$ cat src/rtl/data_mem_arbiter_pkg.sv
// Shared types for the two-requester data memory arbiter.
// Holds the bus scalar types, FSM state encoding and grant/owner codes.
package data_mem_arbiter_pkg;

    typedef logic        clock_t;
    typedef logic [31:0] addr_t;
    typedef logic [31:0] data_t;
    typedef logic        bool_t;

    typedef enum logic [1:0] {
        ST_IDLE   = 2'd0,
        ST_ACCESS = 2'd1,
        ST_RESP   = 2'd2
    } arb_state_e;

    typedef enum logic {
        OWNER_A = 1'b0,
        OWNER_B = 1'b1
    } owner_e;

    localparam int unsigned DEFAULT_MEM_BYTES = 512;

    localparam logic [1:0] GRANT_NONE = 2'b00;
    localparam logic [1:0] GRANT_A    = 2'b01;
    localparam logic [1:0] GRANT_B    = 2'b10;

    function automatic bool_t addr_in_range(input addr_t addr, input int unsigned mem_bytes);
        return addr < addr_t'(mem_bytes);
    endfunction

endpackage

$ cat src/rtl/data_mem_arbiter_if.sv
// Bundle of requester A/B handshakes, shared response data and memory port.
// slave = arbiter side, master = requesters plus memory.
interface data_mem_arbiter_if;
    import data_mem_arbiter_pkg::*;

    bool_t a_req_valid;
    bool_t a_req_ready;
    addr_t a_req_addr;
    data_t a_req_wdata;
    bool_t a_req_we;
    bool_t a_resp_valid;
    bool_t a_resp_ready;

    bool_t b_req_valid;
    bool_t b_req_ready;
    addr_t b_req_addr;
    data_t b_req_wdata;
    bool_t b_req_we;
    bool_t b_resp_valid;
    bool_t b_resp_ready;

    data_t resp_rdata;
    bool_t resp_err;

    addr_t mem_idx;
    data_t mem_write_data;
    bool_t mem_write_enable;
    data_t mem_read_data;

    modport slave (
        input  a_req_valid, a_req_addr, a_req_wdata, a_req_we, a_resp_ready,
        input  b_req_valid, b_req_addr, b_req_wdata, b_req_we, b_resp_ready,
        input  mem_read_data,
        output a_req_ready, a_resp_valid, b_req_ready, b_resp_valid,
        output resp_rdata, resp_err,
        output mem_idx, mem_write_data, mem_write_enable
    );

    modport master (
        output a_req_valid, a_req_addr, a_req_wdata, a_req_we, a_resp_ready,
        output b_req_valid, b_req_addr, b_req_wdata, b_req_we, b_resp_ready,
        output mem_read_data,
        input  a_req_ready, a_resp_valid, b_req_ready, b_resp_valid,
        input  resp_rdata, resp_err,
        input  mem_idx, mem_write_data, mem_write_enable
    );

endinterface

$ cat src/rtl/data_mem_arbiter_rr_arbiter2.sv
// Two-way round-robin select; req[0]=A, req[1]=B, grant is one-hot.
// last=0 means A was granted last, last=1 means B was granted last.
module rr_arbiter2
    import data_mem_arbiter_pkg::*;
(
    input  logic [1:0] req,
    input  logic       last,
    output logic [1:0] grant
);

    always_comb begin
        grant = GRANT_NONE;
        case (req)
            2'b01:   grant = GRANT_A;
            2'b10:   grant = GRANT_B;
            2'b11:   grant = last ? GRANT_A : GRANT_B;
            default: grant = GRANT_NONE;
        endcase
    end

endmodule

$ cat src/rtl/data_mem_arbiter.sv
// Arbitrates two requesters onto one data memory port, one access per three cycles.
// Out-of-range accesses are answered with an error and never reach memory.
//
// state     | meaning
// ST_IDLE   | waiting for a request; grant and latch it combinationally
// ST_ACCESS | single memory cycle; write strobe / read data capture
// ST_RESP   | owner's resp_valid high until it is consumed
module data_mem_arbiter
    import data_mem_arbiter_pkg::*;
#(
    parameter int unsigned MEM_BYTES = DEFAULT_MEM_BYTES
) (
    input  clock_t              clk,
    input  logic                rst_n,
    data_mem_arbiter_if.slave   bus
);

    arb_state_e state_q;
    arb_state_e state_d;

    owner_e last_q;
    owner_e owner_q;
    addr_t  addr_q;
    data_t  wdata_q;
    bool_t  we_q;
    data_t  rdata_q;
    bool_t  err_q;

    logic [1:0] req;
    logic [1:0] grant;
    logic       in_range;
    logic       owner_ready;
    logic       load;
    logic       resp_done;

    logic a_req_ready_c;
    logic b_req_ready_c;
    logic a_resp_valid_c;
    logic b_resp_valid_c;
    logic mem_we_c;

    assign req = {bus.b_req_valid, bus.a_req_valid};

    rr_arbiter2 u_rr (
        .req   (req),
        .last  (last_q == OWNER_B),
        .grant (grant)
    );

    assign in_range    = addr_in_range(addr_q, MEM_BYTES);
    assign owner_ready = (owner_q == OWNER_A) ? bus.a_resp_ready : bus.b_resp_ready;

    always_comb begin
        state_d        = state_q;
        a_req_ready_c  = 1'b0;
        b_req_ready_c  = 1'b0;
        a_resp_valid_c = 1'b0;
        b_resp_valid_c = 1'b0;
        mem_we_c       = 1'b0;
        load           = 1'b0;
        resp_done      = 1'b0;
        case (state_q)
            ST_IDLE: begin
                // Ready is gated by rst_n so a held valid cannot be acknowledged during reset.
                if (grant != GRANT_NONE && rst_n) begin
                    load          = 1'b1;
                    a_req_ready_c = grant[0];
                    b_req_ready_c = grant[1];
                    state_d       = ST_ACCESS;
                end
            end
            ST_ACCESS: begin
                mem_we_c = we_q && in_range;
                state_d  = ST_RESP;
            end
            ST_RESP: begin
                a_resp_valid_c = (owner_q == OWNER_A);
                b_resp_valid_c = (owner_q == OWNER_B);
                if (owner_ready) begin
                    resp_done = 1'b1;
                    state_d   = ST_IDLE;
                end
            end
            default: state_d = ST_IDLE;
        endcase
    end

    always_ff @(posedge clk or negedge rst_n) begin
        if (!rst_n) begin
            state_q <= ST_IDLE;
            last_q  <= OWNER_B;
            owner_q <= OWNER_A;
            addr_q  <= '0;
            wdata_q <= '0;
            we_q    <= 1'b0;
            rdata_q <= '0;
            err_q   <= 1'b0;
        end else begin
            state_q <= state_d;
            if (load) begin
                if (grant[1]) begin
                    owner_q <= OWNER_B;
                    addr_q  <= bus.b_req_addr;
                    wdata_q <= bus.b_req_wdata;
                    we_q    <= bus.b_req_we;
                end else begin
                    owner_q <= OWNER_A;
                    addr_q  <= bus.a_req_addr;
                    wdata_q <= bus.a_req_wdata;
                    we_q    <= bus.a_req_we;
                end
            end
            if (state_q == ST_ACCESS) begin
                err_q   <= !in_range;
                rdata_q <= (!we_q && in_range) ? bus.mem_read_data : '0;
            end
            // Fairness pointer only advances once the response is actually consumed.
            if (resp_done) begin
                last_q <= owner_q;
            end
        end
    end

    assign bus.a_req_ready      = a_req_ready_c;
    assign bus.b_req_ready      = b_req_ready_c;
    assign bus.a_resp_valid     = a_resp_valid_c;
    assign bus.b_resp_valid     = b_resp_valid_c;
    assign bus.resp_rdata       = rdata_q;
    assign bus.resp_err         = err_q;
    assign bus.mem_idx          = addr_q;
    assign bus.mem_write_data   = wdata_q;
    assign bus.mem_write_enable = mem_we_c;

endmodule

$ cat src/flat_wrapper.sv
// flat-port wrapper written by rule: the top's interface ports become plain ports
module data_mem_arbiter_flat import data_mem_arbiter_pkg::*;
#(
    parameter int unsigned MEM_BYTES = DEFAULT_MEM_BYTES
)
  (clk, rst_n, bus_a_req_valid, bus_a_req_addr, bus_a_req_wdata, bus_a_req_we, bus_a_resp_ready, bus_b_req_valid, bus_b_req_addr, bus_b_req_wdata, bus_b_req_we, bus_b_resp_ready, bus_mem_read_data, bus_a_req_ready, bus_a_resp_valid, bus_b_req_ready, bus_b_resp_valid, bus_resp_rdata, bus_resp_err, bus_mem_idx, bus_mem_write_data, bus_mem_write_enable);
  data_mem_arbiter_if bus_i ();
  input  clock_t clk;
  input  logic rst_n;
  input wire logic [$bits(bus_i.a_req_valid)-1:0] bus_a_req_valid;
  input wire logic [$bits(bus_i.a_req_addr)-1:0] bus_a_req_addr;
  input wire logic [$bits(bus_i.a_req_wdata)-1:0] bus_a_req_wdata;
  input wire logic [$bits(bus_i.a_req_we)-1:0] bus_a_req_we;
  input wire logic [$bits(bus_i.a_resp_ready)-1:0] bus_a_resp_ready;
  input wire logic [$bits(bus_i.b_req_valid)-1:0] bus_b_req_valid;
  input wire logic [$bits(bus_i.b_req_addr)-1:0] bus_b_req_addr;
  input wire logic [$bits(bus_i.b_req_wdata)-1:0] bus_b_req_wdata;
  input wire logic [$bits(bus_i.b_req_we)-1:0] bus_b_req_we;
  input wire logic [$bits(bus_i.b_resp_ready)-1:0] bus_b_resp_ready;
  input wire logic [$bits(bus_i.mem_read_data)-1:0] bus_mem_read_data;
  output wire logic [$bits(bus_i.a_req_ready)-1:0] bus_a_req_ready;
  output wire logic [$bits(bus_i.a_resp_valid)-1:0] bus_a_resp_valid;
  output wire logic [$bits(bus_i.b_req_ready)-1:0] bus_b_req_ready;
  output wire logic [$bits(bus_i.b_resp_valid)-1:0] bus_b_resp_valid;
  output wire logic [$bits(bus_i.resp_rdata)-1:0] bus_resp_rdata;
  output wire logic [$bits(bus_i.resp_err)-1:0] bus_resp_err;
  output wire logic [$bits(bus_i.mem_idx)-1:0] bus_mem_idx;
  output wire logic [$bits(bus_i.mem_write_data)-1:0] bus_mem_write_data;
  output wire logic [$bits(bus_i.mem_write_enable)-1:0] bus_mem_write_enable;
  assign bus_i.a_req_valid = bus_a_req_valid;
  assign bus_i.a_req_addr = bus_a_req_addr;
  assign bus_i.a_req_wdata = bus_a_req_wdata;
  assign bus_i.a_req_we = bus_a_req_we;
  assign bus_i.a_resp_ready = bus_a_resp_ready;
  assign bus_i.b_req_valid = bus_b_req_valid;
  assign bus_i.b_req_addr = bus_b_req_addr;
  assign bus_i.b_req_wdata = bus_b_req_wdata;
  assign bus_i.b_req_we = bus_b_req_we;
  assign bus_i.b_resp_ready = bus_b_resp_ready;
  assign bus_i.mem_read_data = bus_mem_read_data;
  assign bus_a_req_ready = bus_i.a_req_ready;
  assign bus_a_resp_valid = bus_i.a_resp_valid;
  assign bus_b_req_ready = bus_i.b_req_ready;
  assign bus_b_resp_valid = bus_i.b_resp_valid;
  assign bus_resp_rdata = bus_i.resp_rdata;
  assign bus_resp_err = bus_i.resp_err;
  assign bus_mem_idx = bus_i.mem_idx;
  assign bus_mem_write_data = bus_i.mem_write_data;
  assign bus_mem_write_enable = bus_i.mem_write_enable;
  data_mem_arbiter #(.MEM_BYTES(MEM_BYTES)) u_core (.clk(clk), .rst_n(rst_n), .bus(bus_i));
endmodule
$ cat config.mk
export PLATFORM = sky130hd
export DESIGN_NAME = data_mem_arbiter_flat
export DESIGN_NICKNAME = d
export VERILOG_FILES = /design/src/rtl/data_mem_arbiter_pkg.sv /design/src/rtl/data_mem_arbiter_if.sv /design/src/rtl/data_mem_arbiter_rr_arbiter2.sv /design/src/rtl/data_mem_arbiter.sv /design/src/flat_wrapper.sv
export SDC_FILE = /design/constraint.sdc
export NUM_CORES = 1
export LEC_CHECK = 0
export BUFFER_PORTS_ARGS = -buffer_cell sky130_fd_sc_hd__buf_2
export CORE_MARGIN = 1
export CORE_UTILIZATION = 41
export DETAILED_ROUTE_END_ITERATION = 10
export PLACE_DENSITY_LB_ADDON = 0.08
export REMOVE_ABC_BUFFERS = 1
export SETUP_SLACK_MARGIN = 0.4
export SYNTH_ARGS = -nofsm -noshare
export SYNTH_HDL_FRONTEND = slang
export SYNTH_SLANG_ARGS = --single-unit
$ cat constraint.sdc
create_clock -name clk -period 1.5 [get_ports clk]
set_input_delay 0.075 -clock clk [delete_from_list [all_inputs] [get_ports clk]]
set_output_delay 0.075 -clock clk [all_outputs]
set_load 0.05 [all_outputs]
[After elaboration in Yosys (flattened, before gate mapping)]
Index checks and enable logic that the tools add are counted.
Word-level totals
  word-level logic and storage cells: 47
  bits in registers: 102
  output and inout bits: 102
  input bits: 168
Operators by class
  magnitude comparators: 1
  mux-type cells: 22
  bitwise operators: 1
  reductions and logical operators: 8
  eq/ne operators: 7
Operators by type and width (number)
  $mux 32: 3
  $lt 32x10->1 const B: 1
  $mux 1: 14
  $pmux 2 s3: 2
  $eq 2x2->1 const B: 3
  $mux 2: 3
  $eq 2x1->1 const B: 2
  $ne 2x1->1 const B: 2
  $logic_and 1x1->1: 3
  $logic_not 1->1: 2
  $logic_not 2->1: 1
  $reduce_and 2->1: 1
  $reduce_bool 2->1: 1
  $not 1->1: 1

[Logic depth before layout (Yosys ltp)]
Gate-level depths: netlist (run 1).
  depth after elaboration: 6
  depth in mapped cells: 5
  depth with buffers taken out: 3

[Cells and area by module]
A second synthesis (run 1) with hierarchy kept.
Unflattened totals
  cell total of the unflattened synthesis: 390
  area total of the unflattened synthesis: 4889.7 um^2
Modules (own cells, without submodules)
  data_mem_arbiter: area an instance 4870.9 um^2, sequential area each 2553.7 um^2, cells an instance 387, times used 1
  rr_arbiter2: area an instance 18.8 um^2, sequential area each 0.0 um^2, cells an instance 3, times used 1

[Worst setup path before layout (run 1)]
Ideal clock, no wire load.
  kind: register to output
  start point: reg u_core.addr_q[30] (netlist: u_core.bus.mem_idx[30])
  end point: out bus_mem_write_enable
  path buffers: 0
  path slack: -1341 ps
  data arrival time: 2766 ps
  stages on the path, launching flop included: 4
  data required time: 1425 ps
  cell sequence: dfrtp_1 nor4_1 nand4_2 nor4_1
On the way
  cells in the longest elaborated chain, start to end: 3
Ends and longest elaborated chain
  start: declaration: line data_mem_arbiter.sv:23  | addr_t addr_q;
  start signal: assignment: line data_mem_arbiter.sv:103  | addr_q <= bus.b_req_addr;
  start signal: assignment: line data_mem_arbiter.sv:108  | addr_q <= bus.a_req_addr;
  $lt 32x10->1: line data_mem_arbiter_pkg.sv:28  | return addr < addr_t'(mem_bytes);
  $logic_and 1x1->1: line data_mem_arbiter.sv:73  | mem_we_c = we_q && in_range;
  $mux 1: line data_mem_arbiter.sv:62  | case (state_q)
  end: declaration: line flat_wrapper.sv:29  | output wire logic [$bits(bus_i.mem_write_enable)-1:0] bus_mem_write_enable;
No other way between the ends.

[Worst setup path after layout (run 1)]
  start point: reg u_core.addr_q[20] (netlist: u_core.bus.mem_idx[20])
  end point: out bus_mem_write_enable
Same word-level chain as after synthesis.

==> summary.txt, run 1 <==
Logic synthesis
  • Leading area contributor after synthesis: dfrtp_1
  • Seq/Total Area, Yosys: 0.517
  • Post-synth top area share: 0.512
  • Post-Syn Instances: between 300 and 400
  • Synthesized area: a little under 0.005 mm^2
  • Synth cell types: 32
  • Main flop type after synthesis: dfrtp_1
  • Top cells by area, synth: dfrtp_1 51%, mux2_2 21%, mux2_1 8.7%, o31ai_1 4.9%, nand3_1 3.2%
  • Post-synth top cells: 101 x dfrtp_1, 91 x mux2_2, 38 x mux2_1, 34 x nand2_1
  • Async set or reset register ratio after synthesis: 1.00
  • Number of synthesized flops with an enable pin: 0
  • FF+latch count, synth: 102
  • YS warnings: 0
  • Cell with the most instances after synthesis: dfrtp_1
  • Average size of a mapped cell: approximately 13 um^2

GRT
  • First-pass GRT wire length: 25700 um
  • Vias in the first global route: 4872
  • Remaining global-route overflow: 0
  • Largest net degree at the start of global routing: ~100
  • Initial antenna violation count: 0
  • Total GRT Usage: 0.268

Placement
  • Port buffer count: 269
  • DP Area: about 0.0067 mm^2
  • HPWL Detailed: roughly 10000 um
  • Placer Congestion: between 0.7 and 0.8
  • Placed insts: slightly above 800

Die
  • Die X: 112 um
  • Die area: approximately 0.012 mm^2
  • Initial Utilization: 0.427
  • Die Ht: roughly 110 um
  • Num rows: 39
  • Io pins: 270
  • Core Area: 0.0116 mm^2

Final layout
  • Layout cell share with drive strength beyond 1: 0.718
  • Register area: between 0.002 and 0.003 mm^2
  • Multi-input gate area: about 0.0029 mm^2
  • Fin cells: between 800 and 900
  • # fillers: approximately 720
  • Final instance area: between 0.008 and 0.009 mm^2
  • Synth-to-Final Area Change: 79.7%
  • Antenna diodes: 0
  • NumNets Final: between 900 and 1000

Power
  • Max VDD drop: a little over 0.001 V
  • PwrDens: 1940 mW/mm^2
  • Leakage Power: ~4.3 nW

Timing
  • Worst Max-Slew Pin Slew: 0.593 ns
  • Final WS setup: -0.406 ns
  • Tmin final: ~1.9 ns
  • Max frequency: approximately 520 MHz
  • RSZ-0062 raised after global routing: true
  • Final TNS setup: -29.06 ns
  • Final Hold Vio Count: 0
  • Layout Skew: 0.0109 ns
  • Crit share post-route: 1.27
  • Setup violations, final: 102
  • Final Max Slew Viols: 0
  • Rel. slew slack: 0.605

Setup path
  • Crit path launch type: flip-flop
  • Worst Path Required: roughly 1.4 ns
  • Worst reg-to-reg setup slack: -0.35 ns
  • CP max FO: 2
  • Crit path DAT: between 1.5 and 2 ns
  • Worst setup path class: flip-flop to primary output
  • Critical Path End Type: primary output

Clocking
  • Clock-pin slew on the worst setup and hold paths: around 0.07 ns
  • Clock root cell: clkbuf_16
  • CTS tree: built
  • Worst skew pair latency: 0.35 ns
  • CTS Buf Count: 9
  • CTS Buffer Depth: 2
  • Clk sink count: just over 100
  • CTS HTree Levels: 3

Drt
  • Via count: approximately 4700
  • Initial DRC Count: about 260
  • ANT nets after route: 0
  • 1st-pass router iterations: 7
  • WL final: approximately 18000 um
  • Via density per instance: around 5.3
  • Residual DRC count: 20
  • Wire length per cell: around 20 um

Outcome
  • Failing checks: design-rule violations, negative setup slack
  • Status: finished with violations

Run
  • Max Cap Violations: 0

Worst hold path
  • Hold/Removal Path Class: input port to flip-flop
final cells by class:
| type | count | share of cell area |
|---|---|---|
| clock buffers | 9 | 0.0254 |
| clock inverters | 7 | 0.00719 |
| inverters | 2 | 0.000846 |
| multi-input cells | 255 | 0.331 |
| flip-flops and latches | 102 | 0.288 |
| well taps | 143 | 0.0202 |
| repair buffers | 365 | 0.327 |
critical path: stages, from the launching register on:
cell and delay, ns:
dfrtp_1 0.41, nor4_4 0.36, nand4_2 0.19, nor4_4 0.32, buf_6 0.20
final timing paths:
path / to / depth (start not counted) / startpoint
setup / recovery: bus_mem_write_enable / 4 / u_core.bus.mem_idx[20]
hold / removal: u_core.bus.resp_rdata[10] / 3 / bus_mem_read_data[10]
setup reg to reg: u_core.bus.mem_write_data[4] / 7 / u_core.last_q
hold reg to reg: u_core.bus.resp_rdata[14] / 2 / u_core.bus.resp_rdata[14]
max in group asynchronous: u_core.bus.mem_write_data[17] / 3 / rst_n
min in group asynchronous: u_core.bus.resp_rdata[21] / 3 / rst_n
layout by cell type, fill, tap and decap left out, types with 3 or more instances in the layout:
| cell type | netlist | routed |
|---|---|---|
| o31ai_2 | 0 | 23 |
| o31ai_4 | 0 | 9 |
| buf_2 | 5 | 236 |
| dfrtp_1 | 101 | 101 |
| nand3_1 | 32 | 32 |
| inv_8 | 0 | 3 |
| mux2_4 | 0 | 100 |
| nor4_4 | 0 | 3 |
| buf_6 | 8 | 36 |
| dlygate4sd3_1 | 0 | 22 |
| clkbuf_4 | 0 | 4 |
| buf_16 | 0 | 8 |
| nand2_1 | 34 | 34 |
| mux2_2 | 91 | 20 |
| mux2_1 | 38 | 9 |
| clkbuf_16 | 0 | 14 |
| buf_12 | 0 | 12 |
| buf_4 | 4 | 20 |
| buf_8 | 0 | 22 |
metrics by stage:
stage	power [mW]	util	setup slack, ns	hold slack [ns]
finish	17.2	0.767	-0.406	0.0139
global route	17.9	0.767	-0.497	0.0143
CTS	16.2	0.706	-0.383	0.00161
detailed placement	11.8	0.575	-0.371	0.236
global placement	11.7	0.575	-0.272	0.239
floorplan	9.41	-	-3.07	-0.221
per-layer routing:
metal	track usage	wire (um)	vias up
met5	0	0	-
met4	0.0802	395	0
met3	0.0555	1070	31
met2	0.487	9680	187
met1	0.317	6920	2350
li1	-	-	2113
kinds of logic after synthesis:
family,Yosys count,synth area share
buffers and inverters,32,0.0408
multiplexers,131,0.298
AO/OA/AOI/OAI,39,0.0590
flip-flops,102,0.517
AND/OR/NAND/NOR,85,0.0846
state kept, by name (all words and copies together), names as in the netlist:
name / cells
u_core.last_q: 1
u_core.bus.resp_rdata: 32
u_core.bus.resp_err: 1
u_core.we_q: 1
u_core.state_q: 2
u_core.owner_q: 1
u_core.bus.mem_idx: 32
u_core.bus.mem_write_data: 32
report_power, final:
group          internal [mW]  switching [mW]
combinational           4.65            5.91
clock                   1.17            1.13
sequential              3.70           0.674
repair_timing:
item | 4_1_cts | 5_1_grt
hold buffers | 22 | 0
pin swaps | 4 | 6
endpoints found under the setup margin | 123 | 130
gates cloned | 8 | 6
hold endpoints to repair | 122 | 0
setup buffers | 15 | 8
gates resized for setup | 178 | 113
Note: power is estimated with default switching activity, not from simulation.
==> run 2, diff against run 1 <==
--- a/config.mk
+++ b/config.mk
@@ -6,6 +6,7 @@
 export NUM_CORES = 1
 export LEC_CHECK = 0
 export BUFFER_PORTS_ARGS = -buffer_cell sky130_fd_sc_hd__buf_2
+export CORE_ASPECT_RATIO = 0.75
 export CORE_MARGIN = 1
 export CORE_UTILIZATION = 41
 export DETAILED_ROUTE_END_ITERATION = 10
==> summary.txt, run 2 (same netlist as run 1, synthesis figures left out) <==
Outcome
  • Status: finished with violations
  • Failing checks: negative setup slack

Power
  • Max VDD drop: 0.00149 V
  • Net switching power: about 7.7 mW
  • Switching part of the total power: 0.440
  • Internal power: around 9.8 mW
  • Total power: roughly 17 mW
  • Part of the power in registers: 0.254
  • Leakage Power: approximately 4.4 nW
  • Combinational share of power: 0.621
  • Clock share of power: 0.125
  • PwrDens: 1950 mW/mm^2

Timing
  • Rel. slew slack: 0.688
  • Final Max Slew Viols: 0
  • Final TNS setup: -19.08 ns
  • Crit share post-route: 1.21
  • Final WS setup: -0.316 ns
  • RSZ-0062 raised after global routing: true
  • Setup violations, final: a little over 100
  • Tmin final: 1.82 ns
  • Max frequency: between 500 and 600 MHz
  • Worst Max-Slew Pin Slew: approximately 0.47 ns
  • Layout Skew: about 0.010 ns
  • Final Hold Vio Count: 0

Setup path
  • CP max FO: 2
  • Most used cell, CP: nor4_4
  • Worst Path Required: 1.42 ns
  • Critical Path End Type: primary output
  • Crit-path max cell delay: between 0.4 and 0.5 ns
  • Crit path launch type: flip-flop
  • Worst setup path class: flip-flop to primary output
  • Slowest CP cell: dfrtp_1
  • CP Depth: 4
  • Cells on worst reg2reg path: 5
  • Delay-heaviest family, CP: simple AND/OR/NAND/NOR gates
  • Crit path DAT: between 1.5 and 2 ns
  • Crit path cell chain: nor4_4 > nand4_2 > nor4_4 > buf_6
  • Worst path bufs/invs: 1

Clocking
  • Clock-pin slew on the worst setup and hold paths: about 0.070 ns
  • Clock root cell: clkbuf_16
  • CTS HTree Levels: 3
  • CTS tree: built
  • Clk sink count: 102
  • CTS Buf Count: 9
  • Worst skew pair latency: roughly 0.34 ns
  • CTS Buffer Depth: 2

Placement
  • Port buffer count: approximately 270
  • HPWL Detailed: about 10000 um
  • Post-place setup slack: -0.212 ns
  • Placer Congestion: just under 0.8
  • DP Area: about 0.0067 mm^2

Final layout
  • NumNets Final: 899
  • Synth-to-Final Area Change: 81.7%
  • Most frequent cells in the layout: 240 x buf_2, 100 x dfrtp_1, 99 x mux2_4
  • Final instance area: ~0.009 mm^2
  • Layout cell share with drive strength beyond 1: 0.734
  • Commonest non-fill, non-tap cell in the layout: buf_2
  • Antenna diodes: 0

GRT
  • Initial antenna violation count: 0
  • Total GRT Usage: 0.289
  • Largest net degree at the start of global routing: 50
  • First-pass GRT wire length: 27200 um
  • Vias in the first global route: 4912
  • Remaining global-route overflow: 0

Die
  • Num rows: 34
  • Io pins: between 200 and 300
  • Die X: around 130 um
  • Core Area: roughly 0.012 mm^2
  • Die area: 0.0125 mm^2
  • Die Ht: 97.0 um
  • Initial Utilization: 0.424

Run
  • Max Cap Violations: 0

Drt
  • Via density per instance: between 5 and 6
  • 1st-pass router iterations: 4
  • Residual DRC count: 0
  • Initial DRC Count: between 150 and 200
  • WL final: 18000 um
  • Via count: 4612
  • Wire length per cell: 20.0 um
  • ANT nets after route: 0

Worst hold path
  • Hold path cells: 3
  • Hold/Removal Path Class: input port to flip-flop
-- run 2: cell count changes in the layout (fill, tap and decap cells not counted), moves of 5 or more --
cell	change
buf_12	+10
buf_16	+6
buf_6	-5
dlygate4sd3_1	-10
mux2_1	-8
mux2_2	+9
-- run 2: cell type report --
cell class / count / area (um^2)
clock buffer: 12 / 246
clock inverter: 4 / 22.5
fill: 797 / 2690
inverter: 2 / 7.51
multi-input combinational: 255 / 2900
sequential: 102 / 2550
tap: 162 / 203
timing repair buffer: 361 / 3030
-- run 2: final timing paths --
path / startpoint / to / slack (ns)
worst max register to register: u_core.bus.mem_idx[31] / u_core.bus.resp_rdata[19] / -0.26
max in group asynchronous: rst_n / u_core.last_q / 0.59
worst min-delay path: bus_mem_read_data[2] / u_core.bus.resp_rdata[2] / 0.01
min in group asynchronous: rst_n / u_core.bus.resp_rdata[8] / 0.16
worst min register to register: u_core.bus.resp_rdata[2] / u_core.bus.resp_rdata[2] / 0.47
worst max-delay path: u_core.bus.mem_idx[31] / bus_mem_write_enable / -0.32
-- run 2: power groups by stage --
stage          Combinational (mW)  Sequential [mW]  Clock (mW)
3_5_place_dp                 7.60             4.26           0
4_1_cts                      10.0             4.30        2.21
3_3_place_gp                 7.53             4.22           0
5_1_grt                      11.3             4.56        2.35
6_report                     10.9             4.43        2.19
2_1_floorplan                1.98             7.43           0
-- run 2: tightest hold or removal path: stages --
cell and delay (ns):
buf_2 0.10, nand3_1 0.07, o31ai_1 0.06
-- run 2: what timing repair did --
action / CTS / global route
pin swaps: 3 / 6
setup endpoints to repair: 123 / 227
buffers inserted: 18 / 11
cloned: 15 / 2
resized for setup: 216 / 79
hold endpoints to repair: 112 / 0
hold buffers: 12 / 0
-- run 2: layer usage --
| layer | wire, um | track usage | up-vias |
|---|---|---|---|
| met5 | 0 | 0 | - |
| met4 | 284 | 0.0751 | 0 |
| met3 | 1030 | 0.0680 | 24 |
| met2 | 8860 | 0.479 | 179 |
| met1 | 7810 | 0.379 | 2306 |
| li1 | - | - | 2103 |
-- run 2: through the flow --
| step | util | std cells | hold slack [ns] |
|---|---|---|---|
| after floorplan | - | 359 | -0.221 |
| after global placement | 0.571 | 824 | -0.116 |
| after detailed placement | 0.571 | 824 | -0.116 |
| after CTS | 0.733 | 885 | 0.00270 |
| after global routing | 0.770 | 898 | 0.00420 |
| final | 0.770 | 898 | 0.0117 |
==> run 3, diff against run 2 <==
--- a/config.mk
+++ b/config.mk
@@ -10,9 +10,9 @@
 export CORE_MARGIN = 1
 export CORE_UTILIZATION = 41
 export DETAILED_ROUTE_END_ITERATION = 10
-export PLACE_DENSITY_LB_ADDON = 0.08
+export PLACE_DENSITY = 0.78
 export REMOVE_ABC_BUFFERS = 1
-export SETUP_SLACK_MARGIN = 0.4
+export SETUP_SLACK_MARGIN = 0.02
 export SYNTH_ARGS = -nofsm -noshare
 export SYNTH_HDL_FRONTEND = slang
 export SYNTH_SLANG_ARGS = --single-unit
==> summary.txt, run 3 (same netlist as run 1, synthesis figures left out) <==
Outcome
  • Status: finished with violations
  • Failing checks: negative setup slack

Die
  • Io pins: 270
  • Die area: between 0.01 and 0.015 mm^2
  • Core Area: between 0.01 and 0.015 mm^2
  • Die X: roughly 130 um
  • Num rows: 34
  • Die Ht: about 97 um
  • Initial Utilization: 0.424

Drt
  • WL final: 19600 um
  • Residual DRC count: 0
  • Via density per instance: ~5.4
  • ANT nets after route: 0
  • Wire length per cell: roughly 22 um
  • Via count: around 4800
  • Initial DRC Count: 253
  • 1st-pass router iterations: 4

Run
  • Max Cap Violations: 0

Setup path
  • CP max FO: 3
  • Crit path DAT: around 1.8 ns
  • Critical Path End Type: primary output
  • Crit path launch type: flip-flop
  • Worst Path Required: 1.42 ns
  • Worst setup path class: flip-flop to primary output

Timing
  • Rel. slew slack: 0.631
  • Final WS setup: -0.343 ns
  • Layout Skew: approximately 0.0091 ns
  • RSZ-0062 raised after global routing: true
  • Max frequency: 543 MHz
  • Setup violations, final: 101
  • Hold slack: roughly 0.022 ns
  • Crit share post-route: 1.23
  • Worst Max-Slew Pin Slew: between 0.5 and 0.6 ns
  • Final Max Slew Viols: 0
  • Final Hold Vio Count: 0
  • Tmin final: about 1.8 ns
  • Final TNS setup: -15.30 ns

GRT
  • Remaining global-route overflow: 0
  • Vias in the first global route: a little over 5000
  • Largest net degree at the start of global routing: between 100 and 150
  • First-pass GRT wire length: 27200 um
  • Total GRT Usage: 0.288
  • Initial antenna violation count: 0

Final layout
  • Final instance area: 0.00879 mm^2
  • NumNets Final: ~890
  • Synth-to-Final Area Change: 78.0%
  • Commonest non-fill, non-tap cell in the layout: buf_2
  • Antenna diodes: 0
  • Layout cell share with drive strength beyond 1: 0.727
  • Post-layout util: 0.754
  • Most frequent cells in the layout: 263 x buf_2, 118 x mux2_4, 100 x dfrtp_1

Clocking
  • CTS Buffer Depth: 2
  • Clk sink count: 102
  • Worst skew pair latency: 0.34 ns
  • CTS tree: built
  • Clock root cell: clkbuf_16
  • CTS Buf Count: 9
  • Clock-pin slew on the worst setup and hold paths: around 0.080 ns
  • CTS HTree Levels: 3

Power
  • PwrDens: 1840 mW/mm^2
  • Max VDD drop: around 0.0016 V
  • Total power: about 16 mW
  • Leakage Power: approximately 4.3 nW

Worst hold path
  • Hold/Removal Path Class: input port to flip-flop

Placement
  • HPWL Detailed: 9900 um
  • Port buffer count: around 270
  • DP Area: about 0.0066 mm^2
  • Placer Congestion: a little over 0.8
run 3: cell type report:
type / count / area (um^2)
fill: 750 / 2870
tap: 162 / 203
multi-input combinational: 255 / 3150
clock buffer: 9 / 225
sequential: 102 / 2550
timing repair buffer: 355 / 2590
clock inverter: 7 / 56.3
inverter: 2 / 7.51
run 3: final timing paths:
| kind | depth (start not counted) | slack, ns | end | from |
|---|---|---|---|---|
| max | 4 | -0.34 | bus_mem_write_enable | u_core.bus.mem_idx[24] |
| min | 3 | 0.02 | u_core.last_q | bus_b_resp_ready |
| max reg2reg | 6 | -0.26 | u_core.bus.mem_write_data[27] | u_core.last_q |
| min reg2reg | 1 | 0.51 | u_core.bus.mem_write_data[5] | u_core.bus.mem_write_data[5] |
| max in group asynchronous | 3 | 0.63 | u_core.bus.mem_idx[23] | rst_n |
| min in group asynchronous | 3 | 0.45 | u_core.bus.resp_rdata[10] | rst_n |
run 3: report_power, final:
group / switching, mW / internal [mW]
logic: 5.76 / 3.74
registers: 0.701 / 3.71
clock network: 1.12 / 1.15
run 3: repair_timing:
item                                    in CTS  in global routing
pin swaps                                    4                 42
cloned                                      16                  5
hold endpoints to repair                   117                  0
hold buffers                                17                  0
endpoints found under the setup margin     102                103
resized for setup                          163                 98
buffers inserted                            22                  7
run 3: critical path, cell delays in order (launching register included):
cell	delay, ns
dfrtp_1	0.42
nor4_2	0.30
nand2_2	0.16
nor4_4	0.34
buf_6	0.20
run 3: metrics by stage:
step           cells  worst slack, ns
3_3_place_gp     823           -0.256
6_report         892           -0.343
3_5_place_dp     823           -0.257
4_1_cts          893           -0.432
2_1_floorplan    359            -3.07
5_1_grt          892           -0.429
run 3: per-layer routing:
| layer | part of all wire | routed length [um] | GRT usage |
|---|---|---|---|
| met1 | 0.40 | 7870 | 0.355 |
| met2 | 0.51 | 10100 | 0.501 |
| met3 | 0.057 | 1120 | 0.0603 |
| met4 | 0.027 | 527 | 0.0932 |
| met5 | 0 | 0 | 0 |
